[config.mk]
export PLATFORM = sky130hd
export DESIGN_NAME = ddr_cmd_sequencer
export DESIGN_NICKNAME = d
export VERILOG_FILES = /design/src/rtl/ddr_cmd_sequencer.sv
export SDC_FILE = /design/constraint.sdc
export NUM_CORES = 1
export LEC_CHECK = 0
export ABC_CLOCK_PERIOD_IN_PS = 1900
export BUFFER_PORTS_ARGS = -buffer_cell sky130_fd_sc_hd__clkbuf_2
export CORE_ASPECT_RATIO = 2
export CORE_MARGIN = 2
export CORE_UTILIZATION = 48
export CTS_CLUSTER_DIAMETER = 150
export DETAILED_ROUTE_END_ITERATION = 16
export GPL_TIMING_DRIVEN = 0
export PLACE_DENSITY = 0.87
export SLEW_MARGIN = 25
export SYNTH_ARGS = -nofsm -noshare
export SYNTH_HDL_FRONTEND = slang
export SYNTH_SLANG_ARGS = --single-unit
[constraint.sdc]
create_clock -name HCLK -period 1.9 [get_ports HCLK]
set_input_delay 0.19 -clock HCLK [delete_from_list [all_inputs] [get_ports HCLK]]
set_output_delay 0.19 -clock HCLK [all_outputs]
set_load 0.1 [all_outputs]
[src/rtl/ddr_cmd_sequencer.sv]
// DDR1 x16 command sequencer: power-up init, periodic auto-refresh, closed-page ACT -> RD/WR with auto-precharge.
// Optional build macro DDR_STAT_CNT_EN adds saturating accepted-request and refresh counters.
`timescale 1ns/1ps
module ddr_cmd_sequencer #(
  parameter int CAS_LAT      = 2,
  parameter int T_RCD        = 2,
  parameter int T_RP         = 2,
  parameter int T_WR         = 2,
  parameter int T_RFC        = 8,
  parameter int REF_INTERVAL = 780,
  parameter int INIT_WAIT    = 20000,
  parameter int PHY_RD_LAT   = 1
) (
  input  logic        HCLK,
  input  logic        HRESET,
  input  logic        req_valid,
  output logic        req_ready,
  input  logic        req_write,
  input  logic [20:0] req_addr,
  input  logic [31:0] req_wdata,
  input  logic [3:0]  req_be,
  output logic        rsp_valid,
  output logic [31:0] rsp_rdata,
  output logic        init_done,
  output logic        sd_cke,
  output logic        sd_cs_n,
  output logic        sd_ras_n,
  output logic        sd_cas_n,
  output logic        sd_we_n,
  output logic [1:0]  sd_ba,
  output logic [10:0] sd_addr,
  output logic        wr_dq_en,
  output logic [15:0] wr_dq_p,
  output logic [15:0] wr_dq_n,
  output logic [1:0]  wr_dm_p,
  output logic [1:0]  wr_dm_n,
  input  logic [15:0] rd_dq_p,
  input  logic [15:0] rd_dq_n
`ifdef DDR_STAT_CNT_EN
  ,
  output logic [15:0] stat_req_cnt,
  output logic [15:0] stat_ref_cnt
`endif
);

  // {cs_n, ras_n, cas_n, we_n}
  localparam logic [3:0] CMD_DESEL = 4'b1111;
  localparam logic [3:0] CMD_NOP   = 4'b0111;
  localparam logic [3:0] CMD_ACT   = 4'b0011;
  localparam logic [3:0] CMD_RD    = 4'b0101;
  localparam logic [3:0] CMD_WR    = 4'b0100;
  localparam logic [3:0] CMD_PRE   = 4'b0010;
  localparam logic [3:0] CMD_REF   = 4'b0001;
  localparam logic [3:0] CMD_MRS   = 4'b0000;

  localparam logic [15:0] INIT_RELOAD = 16'(INIT_WAIT - 1);
  localparam logic [15:0] REF_RELOAD  = 16'(REF_INTERVAL - 1);
  localparam logic [15:0] RCD_W       = 16'(T_RCD - 1);
  localparam logic [15:0] RD_W        = 16'(CAS_LAT + PHY_RD_LAT - 1);
  localparam logic [15:0] RP_W        = 16'(T_RP - 1);
  localparam logic [15:0] WRP_W       = 16'(T_WR + T_RP - 2);
  localparam logic [15:0] RFC_W       = 16'(T_RFC - 1);
  localparam logic [10:0] MRS_DLL_RST = 11'h100 | 11'(CAS_LAT << 4) | 11'h001;
  localparam logic [10:0] MRS_NORM    = 11'(CAS_LAT << 4) | 11'h001;

  typedef enum logic [3:0] {
    S_INIT_WAIT, S_INIT_SEQ, S_IDLE, S_ACT, S_RDWR, S_RD_DATA, S_WR_DATA, S_PRE_WAIT, S_REF
  } state_t;

  state_t      state_q;
  logic [15:0] cnt_q, ref_cnt_q, ref_cnt_d;
  logic [2:0]  step_q;
  logic        cke_q, init_done_q, ref_pend_q, ref_expire, accept;
  logic [3:0]  cmd_q;
  logic [1:0]  ba_q;
  logic [10:0] addr_q;
  logic        wr_q;
  logic [20:0] lat_addr_q;
  logic [31:0] lat_wdata_q;
  logic [3:0]  lat_be_q;
  logic        rsp_valid_q, wr_dq_en_q;
  logic [31:0] rsp_rdata_q;
  logic [15:0] wr_dq_p_q, wr_dq_n_q;
  logic [1:0]  wr_dm_p_q, wr_dm_n_q;
  logic [3:0]  seq_cmd;
  logic [1:0]  seq_ba;
  logic [10:0] seq_addr;
  logic [15:0] seq_wait;

  assign req_ready = (state_q == S_IDLE) & init_done_q & ~ref_pend_q;
  assign accept    = req_valid & req_ready;

  always_comb begin
    ref_expire = 1'b0;
    ref_cnt_d  = ref_cnt_q;
    if (!init_done_q) begin
      ref_cnt_d = REF_RELOAD;
    end else if (ref_cnt_q == 16'd0) begin
      ref_cnt_d  = REF_RELOAD;
      ref_expire = 1'b1;
    end else begin
      ref_cnt_d = ref_cnt_q - 16'd1;
    end
  end

  always_ff @(posedge HCLK) begin
    if (HRESET) ref_cnt_q <= REF_RELOAD;
    else        ref_cnt_q <= ref_cnt_d;
  end

  // Init command table: each entry carries its own post-command wait (minus one).
  always_comb begin
    seq_cmd  = CMD_NOP;
    seq_ba   = 2'b00;
    seq_addr = 11'h000;
    seq_wait = 16'd0;
    case (step_q)
      3'd0, 3'd3: begin seq_cmd = CMD_PRE; seq_addr = 11'h400; seq_wait = RP_W; end
      3'd1:       begin seq_cmd = CMD_MRS; seq_ba = 2'b01; seq_wait = 16'd1; end
      3'd2:       begin seq_cmd = CMD_MRS; seq_addr = MRS_DLL_RST; seq_wait = 16'd1; end
      3'd4, 3'd5: begin seq_cmd = CMD_REF; seq_wait = RFC_W; end
      3'd6:       begin seq_cmd = CMD_MRS; seq_addr = MRS_NORM; seq_wait = 16'd199; end
      default: ;
    endcase
  end

  always_ff @(posedge HCLK) begin
    if (HRESET) begin
      state_q     <= S_INIT_WAIT;
      cnt_q       <= INIT_RELOAD;
      step_q      <= 3'd0;
      cke_q       <= 1'b0;
      init_done_q <= 1'b0;
      ref_pend_q  <= 1'b0;
      cmd_q       <= CMD_DESEL;
      ba_q        <= 2'b00;
      addr_q      <= 11'h000;
      wr_q        <= 1'b0;
      lat_addr_q  <= '0;
      lat_wdata_q <= '0;
      lat_be_q    <= '0;
      rsp_valid_q <= 1'b0;
      rsp_rdata_q <= '0;
      wr_dq_en_q  <= 1'b0;
      wr_dq_p_q   <= '0;
      wr_dq_n_q   <= '0;
      wr_dm_p_q   <= '0;
      wr_dm_n_q   <= '0;
    end else begin
      cmd_q       <= CMD_NOP;
      rsp_valid_q <= 1'b0;
      wr_dq_en_q  <= 1'b0;
      if (ref_expire) ref_pend_q <= 1'b1;
      case (state_q)
        S_INIT_WAIT: begin
          if (cnt_q == 16'd0) begin
            cke_q   <= 1'b1;
            step_q  <= 3'd0;
            state_q <= S_INIT_SEQ;
          end else begin
            cmd_q <= CMD_DESEL;
            cnt_q <= cnt_q - 16'd1;
          end
        end
        S_INIT_SEQ: begin
          if (cnt_q != 16'd0) begin
            cnt_q <= cnt_q - 16'd1;
          end else if (step_q == 3'd7) begin
            init_done_q <= 1'b1;
            state_q     <= S_IDLE;
          end else begin
            cmd_q  <= seq_cmd;
            ba_q   <= seq_ba;
            addr_q <= seq_addr;
            cnt_q  <= seq_wait;
            step_q <= step_q + 3'd1;
          end
        end
        S_IDLE: begin
          if (ref_pend_q) begin
            cmd_q   <= CMD_REF;
            cnt_q   <= RFC_W;
            state_q <= S_REF;
          end else if (accept) begin
            wr_q        <= req_write;
            lat_addr_q  <= req_addr;
            lat_wdata_q <= req_wdata;
            lat_be_q    <= req_be;
            cmd_q       <= CMD_ACT;
            ba_q        <= req_addr[9:8];
            addr_q      <= req_addr[20:10];
            cnt_q       <= RCD_W;
            state_q     <= S_ACT;
          end
        end
        S_REF: begin
          if (cnt_q == 16'd0) begin
            ref_pend_q <= ref_expire;
            state_q    <= S_IDLE;
          end else begin
            cnt_q <= cnt_q - 16'd1;
          end
        end
        S_ACT: begin
          if (cnt_q == 16'd0) begin
            cmd_q   <= wr_q ? CMD_WR : CMD_RD;
            ba_q    <= lat_addr_q[9:8];
            addr_q  <= {2'b10, lat_addr_q[7:0], 1'b0};
            state_q <= S_RDWR;
          end else begin
            cnt_q <= cnt_q - 16'd1;
          end
        end
        S_RDWR: begin
          if (wr_q) begin
            wr_dq_en_q  <= 1'b1;
            rsp_valid_q <= 1'b1;
            wr_dq_p_q   <= lat_wdata_q[15:0];
            wr_dq_n_q   <= lat_wdata_q[31:16];
            wr_dm_p_q   <= ~lat_be_q[1:0];
            wr_dm_n_q   <= ~lat_be_q[3:2];
            state_q     <= S_WR_DATA;
          end else begin
            cnt_q   <= RD_W;
            state_q <= S_RD_DATA;
          end
        end
        S_WR_DATA: begin
          cnt_q   <= WRP_W;
          state_q <= S_PRE_WAIT;
        end
        S_RD_DATA: begin
          if (cnt_q == 16'd0) begin
            rsp_rdata_q <= {rd_dq_n, rd_dq_p};
            rsp_valid_q <= 1'b1;
            cnt_q       <= RP_W;
            state_q     <= S_PRE_WAIT;
          end else begin
            cnt_q <= cnt_q - 16'd1;
          end
        end
        S_PRE_WAIT: begin
          if (cnt_q == 16'd0) state_q <= S_IDLE;
          else                cnt_q   <= cnt_q - 16'd1;
        end
        default: state_q <= S_IDLE;
      endcase
    end
  end

  assign {sd_cs_n, sd_ras_n, sd_cas_n, sd_we_n} = cmd_q;
  assign sd_cke    = cke_q;
  assign sd_ba     = ba_q;
  assign sd_addr   = addr_q;
  assign init_done = init_done_q;
  assign rsp_valid = rsp_valid_q;
  assign rsp_rdata = rsp_rdata_q;
  assign wr_dq_en  = wr_dq_en_q;
  assign wr_dq_p   = wr_dq_p_q;
  assign wr_dq_n   = wr_dq_n_q;
  assign wr_dm_p   = wr_dm_p_q;
  assign wr_dm_n   = wr_dm_n_q;

`ifdef DDR_STAT_CNT_EN
  logic [15:0] stat_req_q, stat_ref_q;

  // Only refreshes issued from IDLE count; the two init refreshes are excluded.
  always_ff @(posedge HCLK) begin
    if (HRESET) begin
      stat_req_q <= '0;
      stat_ref_q <= '0;
    end else begin
      if (accept && stat_req_q != 16'hFFFF) stat_req_q <= stat_req_q + 16'd1;
      if (state_q == S_IDLE && ref_pend_q && stat_ref_q != 16'hFFFF) stat_ref_q <= stat_ref_q + 16'd1;
    end
  end

  assign stat_req_cnt = stat_req_q;
  assign stat_ref_cnt = stat_ref_q;
`endif

endmodule

======== Word level (Yosys, flattened, before mapping) ========
Cells that the tools add are included.
operators by class
  shift-type cells ........................ 0
  multiply operators ...................... 0
  bitwise gates (word level) .............. 9
  multiplexer cells ....................... 54
  equality and inequality tests ........... 28
  reductions and logical operators ........ 25
  magnitude comparators ................... 0
  div/mod/pow operators ................... 0
  $add $sub $neg .......................... 3
operators with widths
  cell                                                                   count
  16-bit 2-to-1 mux                                                      7
  16-bit case mux with 6 select lines                                    1
  11-bit case mux with 3 select lines                                    2
  11-bit 2-to-1 mux                                                      5
  4-bit 2-to-1 mux                                                       11
  16-bit zero test                                                       2
  4-bit case mux with 8 select lines                                     1
  16-bit by 1-bit subtractor with 16-bit output, second input constant   2
  8-bit case mux with 3 select lines                                     1
  2-bit != test, second input constant                                   10
  4-bit by 3-bit equality test with 1-bit output, second input constant  4
  4-bit case mux with 4 select lines                                     1
  16-bit nonzero test                                                    1
  3-bit 2-to-1 mux                                                       5
  2-bit 2-to-1 mux                                                       7
  3-bit equality test, second input constant                             4
  1-bit 2-to-1 mux                                                       9
  3-bit case mux with 3 select lines                                     1
  4-bit by 2-bit equality test with 1-bit output, second input constant  2
  2-bit OR reduction                                                     4
  4-bit OR reduction                                                     2
  7-bit AND reduction                                                    1
  3-bit by 2-bit equality test with 1-bit output, second input constant  2
  3-bit != test, second input constant                                   2
  22 further kinds                                                       32
word-level totals
  latch bits .............................. 0
  ROM bits ................................ 0
  output and inout bits ................... 90
  register bits ........................... 176
  memories kept ........................... 0
  memory bits (writable) .................. 0

======== Longest topological paths before layout ========
Gate-level depths: netlist of the first run.
  word-level depth ........................ 7
  mapped depth ............................ 10
  depth with buffers taken out ............ 8

======== Worst setup path after synthesis of the first run ========
Ideal clock, no wire load.
  kind .................................... reg-to-reg
  start point ............................. reg init_done_q, in the netlist init_done
  end point ............................... reg lat_addr_q[0]
  cell stages (with the launch flop) ...... 8
  arrival ................................. 2.710 ns
  setup slack ............................. -0.942 ns
  period minus slack after synthesis ...... 2.842 ns
  path buffers ............................ 2
  path through ............................ dfxtp_1 -> nor2b_1 -> and2_1 -> nand2_1 -> buf_2 -> buf_1 -> nand2_1 -> a21oi_1
on the way
  longest elaborated chain between the ends .. 4
RTL lines
  what                             RTL line  source
  from (decl)                      73        logic cke_q, init_done_q, ref_pend_q, ref_expire, accept;
  from (signal assigned)           133       init_done_q <= 1'b0;
  from (signal assigned)           169       init_done_q <= 1'b1;
  1-bit bitwise AND (2 in series)  90        assign req_ready = (state_q == S_IDLE) & init_done_q & ~ref_pend_q;
  via req_ready                    17        output logic req_ready,
  1-bit bitwise AND                91        assign accept = req_valid & req_ready;
  3-bit AND reduction (no line)    -
  to (signal assigned)             186       lat_addr_q <= req_addr;
  to (decl)                        78        logic [20:0] lat_addr_q;
The timed path passes the listed nets, and every way through them passes these cells.
A chain may end at the register's enable or synchronous reset.

======== Final worst setup path of the first run ========
  start point ............................. reg cnt_q[1]
  end point ............................... reg cmd_q[1]
on the way
  longest elaborated chain between the ends .. 3
  elaborated cells on any way between the ends .. 5
RTL lines
  what                                                     RTL line  source
  from (decl)                                              71        logic [15:0] cnt_q, ref_cnt_q, ref_cnt_d;
  from (signal assigned)                                   162       cnt_q <= cnt_q - 16'd1;
  from (signal assigned)                                   167       cnt_q <= cnt_q - 16'd1;
  from (signal assigned)                                   175       cnt_q <= seq_wait;
  16-bit zero test or 16-bit nonzero test (tied branches)  205, 166
  2-bit 2-to-1 mux or 4-bit 2-to-1 mux (tied branches)     205, 166
  4-bit case mux with 4 select lines *                     154       case (state_q)
  to (signal assigned)                                     172       cmd_q <= seq_cmd;
  to (signal assigned)                                     206       cmd_q <= wr_q ? CMD_WR : CMD_RD;
  to (decl)                                                74        logic [3:0] cmd_q;
Every way passes the cells marked *; elsewhere a longest branch is shown, timed or not.

==> metrics.csv, run 1 <==
stage,metric,value,unit
global_routing,total track usage,0.3304,
timing,Setup-failing EPs final,82,
logic_synthesis,Unique masters post-synth,64,
setup_path,crit path max fanout,5,
outcome,status,"finished, violations left",
drt,DR iter-0 viols,757,
global_routing,number of global-route vias before repair,8332,
power,worst vdd ir,0.8863,mV
clock_network,Root Buffer,clkbuf_16,
floorplanning,Die Y,177.6,µm
timing,fmax,459.6,MHz
placed_design,Post-Place Setup Slack,-0.4837,ns
clock_network,clock-pin slew on the worst setup and hold paths,0.07,ns
logic_synthesis,"Seq/Total Area, Yosys",0.4871,
floorplanning,IO Pins,183,
floorplanning,Core ar.,14820,µm²
logic_synthesis,Seq cells post-synth,176,
setup_path,endpoint class of the critical path,flop,
clock_network,Skew-Pair Late Insertion Delay,0.44,ns
setup_path,Startpoint Class,flop,
layout,"commonest cells after routing, fill and taps aside","nand2_1, clkbuf_2, dfxtp_1",
placed_design,Placed Cells,1285,
timing,shortest period the worst path allows,2.176,ns
setup_path,Reg2Reg Setup Slack,-0.28,ns
timing,"Period Utilization, post-route",1.145,
logic_synthesis,ys async rst share,0,
flow_run,Max-cap violations,0,
power,Power Density,921.1,nW/µm²
timing,fin. max-slew vios,0,
logic_synthesis,Post-synth EDFFs,0,
global_routing,first-pass GRT wire length,41910,µm
clock_network,cts bufs inserted,17,
setup_path,Setup CP Type,reg -> reg,
logic_synthesis,post-synthesis cell count,908,
drt,Antenna Nets Post-Route,0,
clock_network,Clock Sinks,176,
layout,final net count,1346,
layout,area growth from synthesis to layout,51.76,%
global_routing,antenna violations before repair,1,
placed_design,RD Place Congestion,0.9691,
global_routing,pin count of the biggest net entering global routing,18,
setup_path,Reg2Reg Depth,10,
drt,via count,8481,
layout,fin cells,1452,
timing,slew at the pin closest to its max-slew limit,0.8730,ns
outcome,failing checks,negative setup slack,
setup_path,critical path arrival,2.49,ns
logic_synthesis,Synth Area per Inst,7.966,µm²
global_routing,Overflow after GRT,0,
timing,Final Hold Fails,0,
drt,DRC violations left,0,
power,leakage power figure,4.316,nW
setup_path,CP Data Required Time,2.21,ns
timing,Final WS setup,-0.2757,ns
placed_design,port bufs,182,
worst_hold_path,WHS Endpoint,lat_addr_q[5]$_SDFFE_PP0P_,
clock_network,H-tree level count,4,
clock_network,Clock Path Buffers,2,
logic_synthesis,Synth Flop Type,dfxtp_1,
floorplanning,Die X-Extent,90.80,µm
timing,unrepaired setup endpoints after global routing,true,
worst_hold_path,Hold Path Stages,3,
drt,Routed WL,28280,µm
logic_synthesis,Syn Nets,1011,
setup_path,RR Endpoint,cmd_q[1]$_SDFF_PP1_,
layout,"most common cell after layout, fill and taps aside",nand2_1,
logic_synthesis,Ys Warns,0,
placed_design,DP HPWL,16510,µm
drt,post-DR vias/cell,5.841,
layout,layout cells sized above 1,0.3296,
logic_synthesis,mapped cell area,7233,µm²
worst_hold_path,worst hold path class,in -> reg,
worst_hold_path,HP Start,req_addr[5],
drt,post-DR wirelength/cell,19.48,µm
floorplanning,Die Area,16130,µm²
floorplanning,initial core utilization,0.4881,
clock_network,CTS tree,done,
floorplanning,Row Count,63,
drt,1st-pass router iterations,5,
layout,final core occ,0.7407,
timing,Clock Skew,0.008050,ns
setup_path,Crit Reg-Reg Startpoint,cnt_q[1]$_SDFFE_PP1P_,
timing,slew margin rel.,0.4180,
sequential cells by signal, indices dropped and copies added, names as in the netlist:
name	count
wr_dq_n	16
rsp_rdata	32
sd_addr	11
wr_dq_en	1
lat_addr_q	10
ref_pend_q	1
step_q	3
state_q	4
sd_cke	1
lat_wdata_q	32
cnt_q	16
wr_dm_p	2
wr_dq_p	16
sd_ba	2
wr_q	1
rsp_valid	1
lat_be_q	4
wr_dm_n	2
ref_cnt_q	16
init_done	1
cmd_q	4
stage by stage:
stage               TNS (ns)  total power, mW  area (µm²)  hold WS, ns
floorplan             -1.603            5.207        7307       0.2952
finish                -9.844            10.11       10980     0.007324
global placement      -43.61            5.603        8462       0.4038
detailed placement    -44.71            5.626        8468       0.4169
global route          -14.14            10.37       10980     0.002859
CTS                   -6.979            9.772       10580     0.001483
per-layer routing:
layer	vias up	share of wire	routed length, µm	global-route usage
li1	3748	-	-	-
met1	4026	0.32	9134	0.3101
met2	521	0.53	15120	0.6219
met3	186	0.062	1740	0.06582
met4	0	0.081	2285	0.2443
met5	-	0	0	0
cell families (layout without fill, tap and decap cells):
| logic type | after synthesis | after routing | synth area share |
|---|---|---|---|
| fa+ha+maj | 10 | 10 | 0.01730 |
| flops | 176 | 176 | 0.4871 |
| buf+inv | 75 | 423 | 0.04290 |
| mux | 1 | 1 | 0.001384 |
| other cells | 0 | 1 | 0 |
| simple gates | 407 | 407 | 0.2463 |
| compound gates | 224 | 224 | 0.1868 |
| xor+xnor | 15 | 15 | 0.01816 |
power by group:
| group | switching, mW | internal, mW | total (mW) |
|---|---|---|---|
| combinational | 1.43 | 0.915 | 2.35 |
| clock | 1.64 | 2.12 | 3.76 |
| sequential | 0.174 | 3.83 | 4.00 |
| total | 3.25 | 6.86 | 10.1 |
synth_stat cells (all sizes together) (9+ instances only):
cell / instances / area share
clkbuf: 34 / 0.018
a22oi: 9 / 0.0093
nand2: 254 / 0.13
nor3: 23 / 0.020
o21ai: 21 / 0.015
nor2: 72 / 0.037
xnor2: 10 / 0.012
ha: 10 / 0.017
a21oi: 146 / 0.10
nand3: 17 / 0.012
dfxtp: 176 / 0.49
a211oi: 10 / 0.016
inv: 18 / 0.0093
buf: 23 / 0.016
worst max-delay path, cell delays in order, from the launching register on:
cell,delay [ns]
dfxtp_4,0.36
inv_4,0.06
ha_4,0.14
nor3b_4,0.20
buf_4,0.15
nand4_1,0.10
buf_6,0.18
nor2_4,0.19
buf_4,0.16
a21oi_2,0.06
or4_4,0.44
final cells by class:
type,instances,area [µm²]
inverter,18,72.57
clock buffer,17,425.4
multi-input combinational,657,3859
antenna,1,2.502
sequential,176,3550
clock inverter,15,197.7
timing repair buffer,316,2233
fill,1016,3842
buffer,57,392.9
tap,195,244.0
how the worst max path moves through the flow:
stage,from,to,slack [ns],depth (start not counted)
finish,cnt_q[1]$_SDFFE_PP1P_,cmd_q[1]$_SDFF_PP1_,-0.28,10
global route,cnt_q[1]$_SDFFE_PP1P_,cnt_q[2]$_SDFFE_PP1P_,-0.31,11
CTS,cnt_q[0]$_SDFFE_PP1P_,sd_addr[10]$_SDFFE_PP0P_,-0.23,10
detailed placement,state_q[0]$_SDFFE_PP0P_,cnt_q[2]$_SDFFE_PP1P_,-0.48,7
global placement,cnt_q[2]$_SDFFE_PP1P_,rsp_rdata[29]$_SDFFE_PP0P_,-0.49,7
floorplan,ref_cnt_q[6]$_SDFF_PP0_,ref_cnt_q[6]$_SDFF_PP0_,-0.09,7
repair_timing:
action | 4_1_cts | 5_1_grt
hold buffers | 78 | 0
setup endpoints to repair | 163 | 146
gates cloned | 5 | 2
pin swaps | 42 | 30
endpoints found under the hold margin | 78 | 0
resized for setup | 138 | 65
buffers inserted | 30 | 20
No activity file was read; power rests on OpenSTA's default activity.
==> run 2, diff against run 1 <==
Settings changed: ABC_CLOCK_PERIOD_IN_PS 1900 to 2500, CORE_UTILIZATION 48 to 53, PLACE_DENSITY 0.87 to 0.91.
Clock period 1.9 ns to 2.5 ns, I/O delays scaled along.
==> run 2 against run 1 <==
  * The run now ends clean
  * Die area is 9.1% lower
  * Power decreased by 30%
  * Register-to-register slack better by 0.39 ns
  * Hold slack better by 0.018 ns
  * Combinational power decreased by 49%
  * Sequential power shrank 25%
  * Via count shrank 13%
==> metrics.csv, run 2 (synthesis gave the netlist of run 1 again) <==
stage,metric,value,unit
outcome,status,finished clean,
timing,slew margin rel.,0.4190,
setup_path,Startpoint Class,flop,
layout,"most common cell after layout, fill and taps aside",nand2_1,
layout,final net count,1215,
timing,"Period Utilization, post-route",0.9830,
clock_network,clock-pin slew on the worst setup and hold paths,0.08,ns
clock_network,CTS tree,done,
drt,via count,7402,
timing,Clock Skew,0.01693,ns
global_routing,Overflow after GRT,0,
timing,slew at the pin closest to its max-slew limit,0.8715,ns
floorplanning,Die Area,14650,µm²
global_routing,total track usage,0.3029,
timing,Final Hold Fails,0,
global_routing,number of global-route vias before repair,7341,
drt,DRC violations left,0,
placed_design,port bufs,182,
timing,unrepaired setup endpoints after global routing,true,
global_routing,first-pass GRT wire length,35120,µm
placed_design,DP HPWL,16310,µm
floorplanning,Die X-Extent,86.61,µm
clock_network,cts bufs inserted,17,
drt,1st-pass router iterations,5,
setup_path,critical path arrival,2.21,ns
power,worst vdd ir,0.5368,mV
clock_network,Root Buffer,clkbuf_16,
floorplanning,Row Count,60,
timing,shortest period the worst path allows,2.457,ns
setup_path,Reg2Reg Depth,10,
worst_hold_path,worst hold path class,in -> reg,
clock_network,# hold bufs at CTS,0,
layout,final core occ,0.6749,
layout,layout cells sized above 1,0.2311,
power,Power Density,779.9,nW/µm²
layout,antenna cells,0,
layout,"commonest cells after routing, fill and taps aside","nand2_1, clkbuf_2, dfxtp_1",
worst_hold_path,Hold Path Stages,3,
drt,post-DR wirelength/cell,17.68,µm
setup_path,Setup CP Type,reg -> out,
clock_network,H-tree level count,4,
floorplanning,initial core utilization,0.5413,
timing,fin. max-slew vios,0,
floorplanning,Die Y,169.2,µm
global_routing,antenna violations before repair,0,
layout,area growth from synthesis to layout,24.68,%
setup_path,CP Data Required Time,2.25,ns
setup_path,endpoint class of the critical path,output pin,
timing,Setup-failing EPs final,0,
drt,Routed WL,22620,µm
global_routing,pin count of the biggest net entering global routing,21,
clock_network,Clock Path Buffers,2,
placed_design,RD Place Congestion,0.9519,
drt,DR iter-0 viols,424,
floorplanning,IO Pins,183,
power,leakage power figure,3.477,nW
drt,Antenna Nets Post-Route,0,
flow_run,Max-cap violations,0,
timing,fmax,406.9,MHz
clock_network,Clock Sinks,176,
drt,post-DR vias/cell,5.783,
timing,Final TNS setup,0,ns
floorplanning,Core ar.,13360,µm²
setup_path,crit path max fanout,9,
clock_network,Skew-Pair Late Insertion Delay,0.44,ns
[run 2: cell count changes in the layout (fill, tap and decap cells not counted), moves of 8 or more]
cell | before | now
buf_2 | 2 | 12
clkbuf_1 | 18 | 34
buf_6 | 23 | 2
dfxtp_1 | 165 | 175
o21ai_2 | 8 | 0
nor2_1 | 53 | 70
buf_4 | 51 | 4
clkbuf_2 | 193 | 182
dlygate4sd3_1 | 78 | 0
nor2_2 | 13 | 2
o21ai_0 | 5 | 20
[run 2: layout make-up]
class                   instances  area [µm²]
fillers                      1080        4344
flip-flops and latches        176        3525
multi-input cells             657        3418
repair buffers                185       933.4
clock buffers                  17       425.4
plain buffers                  57       251.5
clock inverters                15       203.9
well taps                     155       193.9
inverters                      18       67.56
[run 2: critical path: stages (launching register included)]
cell	delay [ns]
dfxtp_1	0.30
buf_2	0.17
nor2_1	0.23
and3_1	0.18
buf_2	0.22
and2_1	0.18
clkbuf_2	0.47
[run 2: stage by stage]
step                      cells  hold WS [ns]  worst slack (ns)  area [µm²]  total power [mW]
after CTS                  1277       0.02254          0.001889        8969             6.986
after global routing       1280       0.03465          -0.02217        9019             7.227
after detailed placement   1245        0.4107          -0.04043        8339             4.228
final                      1280       0.02488           0.04262        9019             7.034
after global placement     1245        0.4045          0.004811        8339             4.203
after floorplan             908        0.3552          0.001760        7234             3.915
[run 2: repair_timing]
item	in CTS	in global routing
endpoints found under the setup margin	10	56
gates resized for setup	0	9
gates cloned	0	0
pin swaps	1	1
buffers inserted	0	3
[run 2: worst paths after layout]
kind	startpoint	endpoint	slack (ns)
hold / removal	rd_dq_n[15]	rsp_rdata[31]$_SDFFE_PP0P_	0.02
hold reg to reg	ref_cnt_q[0]$_SDFF_PP1_	ref_cnt_q[0]$_SDFF_PP1_	0.42
setup reg to reg	state_q[3]$_SDFFE_PP0P_	lat_wdata_q[18]$_SDFFE_PP0P_	0.11
setup / recovery	state_q[3]$_SDFFE_PP0P_	req_ready	0.04
[run 2: layer usage]
| metal | wire length, µm | GRT usage | up-vias |
|---|---|---|---|
| li1 | - | - | 3488 |
| met3 | 1140 | 0.05350 | 109 |
| met1 | 7571 | 0.2937 | 3478 |
| met2 | 12400 | 0.5666 | 327 |
| met5 | 0 | 0 | - |
| met4 | 1510 | 0.1923 | 0 |
[run 2: where the power goes]
part	switching (mW)	internal (mW)	total, mW	leakage [nW]
clock network	1.34	1.47	2.81	0.304
registers	0.104	2.90	3.01	1.42
logic	0.870	0.344	1.21	1.75
==> run 3, diff against run 2 <==
Settings changed: CELL_PAD_IN_SITES_DETAIL_PLACEMENT set to 1, CELL_PAD_IN_SITES_GLOBAL_PLACEMENT set to 1, CORE_UTILIZATION 53 to 38, PLACE_DENSITY 0.91 to 0.9.
==> run 3 against run 2 <==
  * Worst setup slack better by 0.058 ns
  * Register-to-register slack better by 0.02 ns
  * Core utilization down 19 points
  * Flip-flop and latch count unchanged
  * Clock power down 6%
  * Clock-buffer cell count up 5
  * Final cell count up 7.7%
  * First-iteration DRC count down 21%
  * Power down 1.8%
  * Hold slack about the same
  * Via count down 0.86%
  * Highest routed layer unchanged
==> metrics.csv, run 3 (synthesis gave the netlist of run 1 again) <==
stage,metric,value,unit
outcome,status,finished clean,
flow_run,Max-cap violations,0,
floorplanning,Core ar.,18740,µm²
power,Pint,4.718,mW
placed_design,DP HPWL,19030,µm
setup_path,endpoint class of the critical path,output pin,
global_routing,Overflow after GRT,0,
power,Switch Pwr,2.191,mW
layout,final net count,1214,
layout,layout cells sized above 1,0.2375,
setup_path,CP Data Required Time,2.25,ns
power,combinational share of power,0.179,
power,leakage power figure,3.479,nW
drt,via count,7338,
floorplanning,Die X-Extent,101.6,µm
timing,unrepaired setup endpoints after global routing,false,
floorplanning,Die Y,199.1,µm
power,worst vdd ir,0.4595,mV
timing,"Period Utilization, post-route",0.9597,
drt,post-DR wirelength/cell,18.43,µm
setup_path,Startpoint Class,flop,
power,Power Density,756.2,nW/µm²
global_routing,pin count of the biggest net entering global routing,17,
drt,Antenna Nets Post-Route,0,
drt,DR iter-0 viols,337,
worst_hold_path,worst hold path class,in -> reg,
drt,DRC violations left,0,
layout,"most common cell after layout, fill and taps aside",nand2_1,
clock_network,clock-pin slew on the worst setup and hold paths,0.07,ns
layout,area growth from synthesis to layout,26.31,%
timing,slew at the pin closest to its max-slew limit,0.8571,ns
clock_network,Clock Sinks,176,
clock_network,CTS tree,done,
global_routing,total track usage,0.2525,
drt,post-DR vias/cell,5.321,
layout,"commonest cells after routing, fill and taps aside","nand2_1, clkbuf_2, dfxtp_1",
setup_path,critical path arrival,2.15,ns
placed_design,RD Place Congestion,0.9589,
drt,Routed WL,25410,µm
floorplanning,IO Pins,183,
layout,antenna cells,0,
clock_network,Root Buffer,clkbuf_16,
setup_path,"Buf+Inv Stages, Crit Path",3,
setup_path,crit-path most repeated cell,buf_2,
layout,Fillers,2375,
clock_network,cts bufs inserted,17,
global_routing,number of global-route vias before repair,7804,
floorplanning,initial core utilization,0.3859,
layout,storage element area,3525,µm²
power,Sequential Power Share,0.437,
power,Final Total Pwr,6.909,mW
placed_design,port bufs,182,
floorplanning,Row Count,71,
timing,shortest period the worst path allows,2.399,ns
setup_path,Reg2Reg Setup Slack,0.13,ns
power,Net Sw Frac,0.3171,
setup_path,crit path max fanout,9,
setup_path,cell family with most CP delay,buffers and inverters,
global_routing,first-pass GRT wire length,39650,µm
clock_network,Clock Path Buffers,2,
power,share of total power in the clock network,0.384,
global_routing,antenna violations before repair,0,
setup_path,Setup CP Type,reg -> out,
timing,Clock Skew,0.008874,ns
timing,Final TNS setup,0,ns
clock_network,Skew-Pair Late Insertion Delay,0.44,ns
drt,1st-pass router iterations,4,
setup_path,Crit-path slowest cell,clkbuf_2,
timing,Setup-failing EPs final,0,
timing,slew margin rel.,0.4286,
timing,Final Hold Fails,0,
floorplanning,Die Area,20220,µm²
layout,multi-input combinational cell area,3466,µm²
setup_path,"slowest stage delay, CP",0.48,ns
clock_network,H-tree level count,4,
timing,fin. max-slew vios,0,
clock_network,# hold bufs at CTS,0,
timing,fmax,416.8,MHz
timing,Hold Slack,0.02502,ns
setup_path,worst path cell trace,"buf_2, nor2_1, and3_1, buf_2, and2_1, clkbuf_2",
[run 3: cell types whose count changed in the layout (fill, tap and decap cells not counted), moves of 3 or more]
cell / delta
clkbuf_2: +4
clkbuf_8: +3
inv_8: -5
clkinv_8: -4
clkinvlp_4: +3
[run 3: worst register-to-register path, stage by stage (launching register included)]
cell and delay [ns]:
dfxtp_1 0.35, inv_1 0.12, ha_1 0.21, nor3b_4 0.23, and4_1 0.27, nand3_2 0.11, a2111oi_4 0.34, buf_6 0.19
buf_4 0.19, nor2_1 0.07, a211oi_2 0.21
[run 3: power groups by stage]
stage / combinational, mW / sequential (mW) / clock [mW]
final: 1.24 / 3.02 / 2.65
after global routing: 1.31 / 3.03 / 2.77
after CTS: 1.20 / 3.01 / 2.66
after detailed placement: 1.18 / 3.07 / 0
after global placement: 1.16 / 3.07 / 0
after floorplan: 0.498 / 3.42 / 0
[run 3: cell type report]
type,instances,area share
buffer,57,0.02766
timing repair buffer,184,0.1018
multi-input combinational,657,0.3793
clock buffer,22,0.05190
clock inverter,10,0.01123
inverter,18,0.007395
sequential,176,0.3858
tap,255,0.03492
[run 3: metrics by stage]
| stage | setup slack, ns | instance area, µm² | util | std cells |
|---|---|---|---|---|
| after detailed placement | -0.1421 | 8471 | 0.4519 | 1345 |
| after global routing | 0.01431 | 9136 | 0.4874 | 1379 |
| after CTS | 0.03575 | 9065 | 0.4836 | 1379 |
| after global placement | -0.08164 | 8464 | 0.4516 | 1345 |
| final | 0.1007 | 9136 | 0.4874 | 1379 |
| after floorplan | 0.001760 | 7234 | - | 908 |
[run 3: worst paths after layout]
| path | to | cells after the start | from |
|---|---|---|---|
| max | req_ready | 6 | state_q[3]$_SDFFE_PP0P_ |
| max reg2reg | sd_addr[8]$_SDFFE_PP0P_ | 10 | cnt_q[0]$_SDFFE_PP1P_ |
| min | lat_wdata_q[8]$_SDFFE_PP0P_ | 3 | req_wdata[8] |
| min reg2reg | ref_cnt_q[0]$_SDFF_PP1_ | 1 | ref_cnt_q[0]$_SDFF_PP1_ |
[run 3: routing by layer]
| metal | wire [µm] | share of wire | GRT usage | up-vias |
|---|---|---|---|---|
| met5 | 0 | 0 | 0 | - |
| met4 | 1480 | 0.058 | 0.1562 | 0 |
| met3 | 933 | 0.037 | 0.04302 | 82 |
| met2 | 14440 | 0.57 | 0.4829 | 195 |
| met1 | 8557 | 0.34 | 0.2394 | 3586 |
| li1 | - | - | - | 3475 |
[run 3: what timing repair did]
item	in CTS	in global routing
pin swaps	1	1
gates resized for setup	2	25
endpoints found under the setup margin	15	59
setup buffers	2	0
endpoints found under the hold margin	0	0
